$ cat config.mk
export PLATFORM = sky130hd
export DESIGN_NAME = piso_shiftreg_tx
export DESIGN_NICKNAME = d
export VERILOG_FILES = /design/src/rtl/piso_shiftreg_tx_pkg.sv /design/src/rtl/piso_shiftreg_tx.sv
export SDC_FILE = /design/constraint.sdc
export NUM_CORES = 1
export LEC_CHECK = 0
export ABC_AREA = 1
export CORE_AREA = 2 2 39 41
export DETAILED_ROUTE_END_ITERATION = 16
export DIE_AREA = 0 0 41 43
export GPL_ROUTABILITY_DRIVEN = 0
export PLACE_DENSITY = 0.64
export SYNTH_ARGS = -nofsm -noshare
export SYNTH_HDL_FRONTEND = slang
export SYNTH_SLANG_ARGS = --single-unit
$ cat constraint.sdc
create_clock -name clk -period 1.1 [get_ports clk]
set_input_delay 0.22 -clock clk [delete_from_list [all_inputs] [get_ports clk]]
set_output_delay 0.22 -clock clk [all_outputs]
set_load 0.05 [all_outputs]
$ cat src/rtl/piso_shiftreg_tx_pkg.sv
// Shared definitions for serial transmit/receive blocks.
package piso_shiftreg_tx_pkg;

  localparam int unsigned PISO_N_DEFAULT = 4;

  typedef enum logic {
    IDLE  = 1'b0,
    SHIFT = 1'b1
  } piso_state_e;

endpackage

$ cat src/rtl/piso_shiftreg_tx.sv
// Parallel-in serial-out transmitter, LSB first, with a one-cycle done pulse.
//   state | meaning
//   IDLE  | ready for a new word, sout held low
//   SHIFT | frame in flight, one bit per cycle with EN high
module piso_shiftreg_tx
  import piso_shiftreg_tx_pkg::*;
#(
  parameter int N = PISO_N_DEFAULT
) (
  input  logic         clk,
  input  logic         rst_n,
  input  logic [N-1:0] din,
  input  logic         load,
  input  logic         EN,
  output logic         ready,
  output logic         sout,
  output logic         sout_valid,
  output logic         busy,
  output logic         done
);

  localparam int CNT_W = $clog2(N);
  localparam logic [CNT_W-1:0] CNT_LAST = CNT_W'(N - 1);

  piso_state_e      state_q, state_d;
  logic [N-1:0]     shreg_q, shreg_d;
  logic [CNT_W-1:0] cnt_q, cnt_d;
  logic             done_q, done_d;

  always_ff @(posedge clk or negedge rst_n) begin
    if (!rst_n) begin
      state_q <= IDLE;
      shreg_q <= '0;
      cnt_q   <= '0;
      done_q  <= 1'b0;
    end else begin
      state_q <= state_d;
      shreg_q <= shreg_d;
      cnt_q   <= cnt_d;
      done_q  <= done_d;
    end
  end

  always_comb begin
    state_d = state_q;
    shreg_d = shreg_q;
    cnt_d   = cnt_q;
    done_d  = 1'b0;
    unique case (state_q)
      IDLE: begin
        if (load) begin
          shreg_d = din;
          cnt_d   = '0;
          state_d = SHIFT;
        end
      end
      SHIFT: begin
        // load is deliberately ignored here; only EN advances the frame
        if (EN) begin
          if (cnt_q == CNT_LAST) begin
            state_d = IDLE;
            shreg_d = '0;
            cnt_d   = '0;
            done_d  = 1'b1;
          end else begin
            shreg_d = {1'b0, shreg_q[N-1:1]};
            cnt_d   = cnt_q + CNT_W'(1);
          end
        end
      end
      default: state_d = IDLE;
    endcase
  end

  assign ready      = (state_q == IDLE);
  assign busy       = (state_q == SHIFT);
  assign sout       = (state_q == SHIFT) ? shreg_q[0] : 1'b0;
  assign sout_valid = (state_q == SHIFT) && EN;
  assign done       = done_q;

endmodule
==> results by group <==
Synthesis
  • Synth top area cells: dfrtp_1, nand2_1, nand3_1
  • Commonest cells post-synth: nand2_1, nand3_1, dfrtp_1
  • #FFs+latches synth: 8
  • Count leader, synth: nand2_1
  • Synth area leader: dfrtp_1
  • Sequential element share of the synthesized area: 0.4384
  • Post-Syn Area: 456.7 um^2
  • Fraction of registers with async set/reset: 1.000
  • Post-synth EDFFs: 0
  • Ys flop type: dfrtp_1
  • Distinct cells, synth: 13
  • Synth Area per Inst: 9.134 um^2
  • Synth top area share: 0.4384
  • Post-Synthesis Cells: 50
  • Syn nets: 60
  • Synthesis Warnings: 0

Final layout
  • Net count, final: 85
  • ANT cells: 0
  • Multi-input gate area: 259.0 um^2
  • Layout Utilization: 0.5931
  • Non-Filler Instances: 90
  • Share of cells above drive strength 1: 0.4730
  • Area delta synth->final: 79.73%
  • FF/Latch Area: 201.4 um^2
  • Fillers: 129

Timing
  • Rel. slew slack: 0.7547
  • Min cycle time layout: 1.336 ns
  • Final clock skew: 0.0008284 ns
  • Max Clk Rate: 748.6 MHz
  • Period utilization: 1.214
  • Unrepaired setup endpoints after global routing: true
  • Final Slew Violations: 0
  • Setup WS post-layout: -0.2359 ns
  • Slew @ Worst Pin: 0.3668 ns
  • Setup-failing EPs final: 11
  • Hold Violations, Final: 0

Detailed routing
  • Vias/cell: 4.833
  • Routed WL: 1143 um
  • DR iter-0 viols: 4
  • Routed WL per cell: 12.70 um
  • Antenna Nets Post-Route: 0
  • Routed via count: 435
  • DR pass1 iterations: 4
  • DRC errors left: 0

Global routing
  • Vias in the first global route: 399
  • Largest net degree at the start of global routing: 9
  • Grt ovf: 0
  • First-pass GRT wire length: 1711 um
  • GRT Total Usage: 0.1530
  • Initial antenna violation count: 0

Power
  • Int Pwr: 1173 uW
  • Leakage power: 0.0003892 uW
  • Peak VDD IR: 1.050 mV
  • P_sw: 901.8 uW
  • Pwr/cell area: 2528 nW/um^2
  • Clock Power Share: 0.126
  • Reg power frac: 0.269
  • Net Sw Frac: 0.4346
  • Comb power frac: 0.605

Run status
  • Status: finished with violations
  • Failing checks: setup timing

Worst setup path
  • Worst path cell trace: nand2_4, clkinvlp_4, buf_12
  • Critical Path End Type: primary output
  • CP Class: reg2out
  • Max incr delay on CP: 0.50 ns
  • Crit path DAT: 1.12 ns
  • Slowest cell on crit path: dfrtp_2
  • Crit path max fanout: 6
  • WP data required: 0.88 ns
  • Startpoint Class: flip-flop

Placement
  • Port bufs: 12
  • Post-Place Worst Slack: -0.2280 ns
  • Dpl cells: 81
  • Hpwl dp: 720.9 um

Hold path
  • Hold crit path type: in2async

Die
  • DIE WIDTH: 41 um
  • Die height: 43 um
  • Cell Rows: 14
  • Starting density of the core: 0.3300
  • IO Pins: 13
  • Die area: 1763 um^2
  • Core area: 1384 um^2

Job
  • Max cap viols: 0

CTS
  • Clock Pin Slew Worst Setup and Hold Paths: 0.06 ns
  • H-tree Lvls: 1
  • Worst-Skew Late Latency: 0.27 ns
  • CTS tree: done
  • CTS max path bufs: 2
  • Total CTS buffers: 3
  • Clk sinks: 8
  • Hold-fix buffers, CTS: 0
  • CTS root buf: clkbuf_4
-- area by class of cell --
| cell class | count | share of cell area |
|---|---|---|
| flip-flops and latches | 8 | 0.2454 |
| inverters | 5 | 0.05183 |
| repair buffers | 21 | 0.3308 |
| multi-input cells | 36 | 0.3155 |
| well taps | 16 | 0.02439 |
| clock buffers | 4 | 0.03201 |
-- per-stage QoR --
stage               total power (uW)  hold slack (ns)  instance area [um^2]  TNS [ns]
floorplan                       1171         -0.07559                 480.5   -0.2340
global placement                1567           0.5023                 685.7    -1.507
detailed placement              1579           0.4983                 685.7    -1.567
CTS                             1908           0.2391                 752.0    -1.062
global route                    2202           0.2642                 820.8    -1.634
finish                          2075           0.2293                 820.8    -1.220
-- what timing repair did --
action	in CTS	in global routing
resized for setup	6	9
pin swaps	7	7
buffers inserted	2	3
endpoints found under the setup margin	4	12
-- critical path, delay by kind of cell, from the launching register on --
kind,cells,cell delay (ns)
and+or+nand+nor,1,0.11
DFF,1,0.50
buffers and inverters,2,0.24
-- path summary, 6_finish.rpt --
check,start,slack (ns),cells past startpoint,endpoint
min in group clk,EN,0.34,3,cnt_q[0]
worst min-delay path,rst_n,0.23,1,done
max in group asynchronous,rst_n,0.59,1,busy
worst max-delay path,busy,-0.24,3,sout
worst min register to register,shreg_q[3],0.53,2,shreg_q[3]
worst max register to register,busy,-0.11,7,shreg_q[0]
-- sequential cells by signal (all words and copies together), names as in the netlist --
signal and count:
shreg_q 4, cnt_q 2, busy 1, done 1
-- placed cells by master, fill, tap and decap left out --
cell              n
inv_1             2
nor2_4            1
dlymetal6s2s_1    1
dfrtp_1           7
clkdlybuf4s50_1   6
o21ai_2           1
clkinvlp_4        1
clkinv_8          1
nand2_4           2
buf_6             3
ha_1              2
nand2_1          12
buf_4             4
dfrtp_2           1
nand2_2           3
nor2_1            2
inv_8             1
clkbuf_4          3
buf_8             1
buf_12            6
nand3_1           6
nand2_8           2
clkbuf_1          1
nand3_2           5
-- power groups by stage --
stage,clock (uW),combinational [uW],sequential [uW]
after detailed placement,0,1020,563
after floorplan,0,610,561
after global routing,276,1350,572
after global placement,0,1010,557
final,262,1260,557
after CTS,259,1090,561
-- cell families after synthesis --
family	after synthesis	synth area share
AND/OR/NAND/NOR	33	0.4055
flip-flops	8	0.4384
buffers and inverters	6	0.08218
adder cells (fa/ha/maj)	2	0.05479
AO/OA/AOI/OAI	1	0.01918
-- routing by layer --
metal	vias to the layer above	part of all wire	GRT usage
li1	206	-	-
met1	211	0.38	0.1689
met2	13	0.52	0.2281
met3	5	0.059	0.06283
met4	0	0.033	0.1000
met5	-	0	0
(Power assumes the default switching activity.)
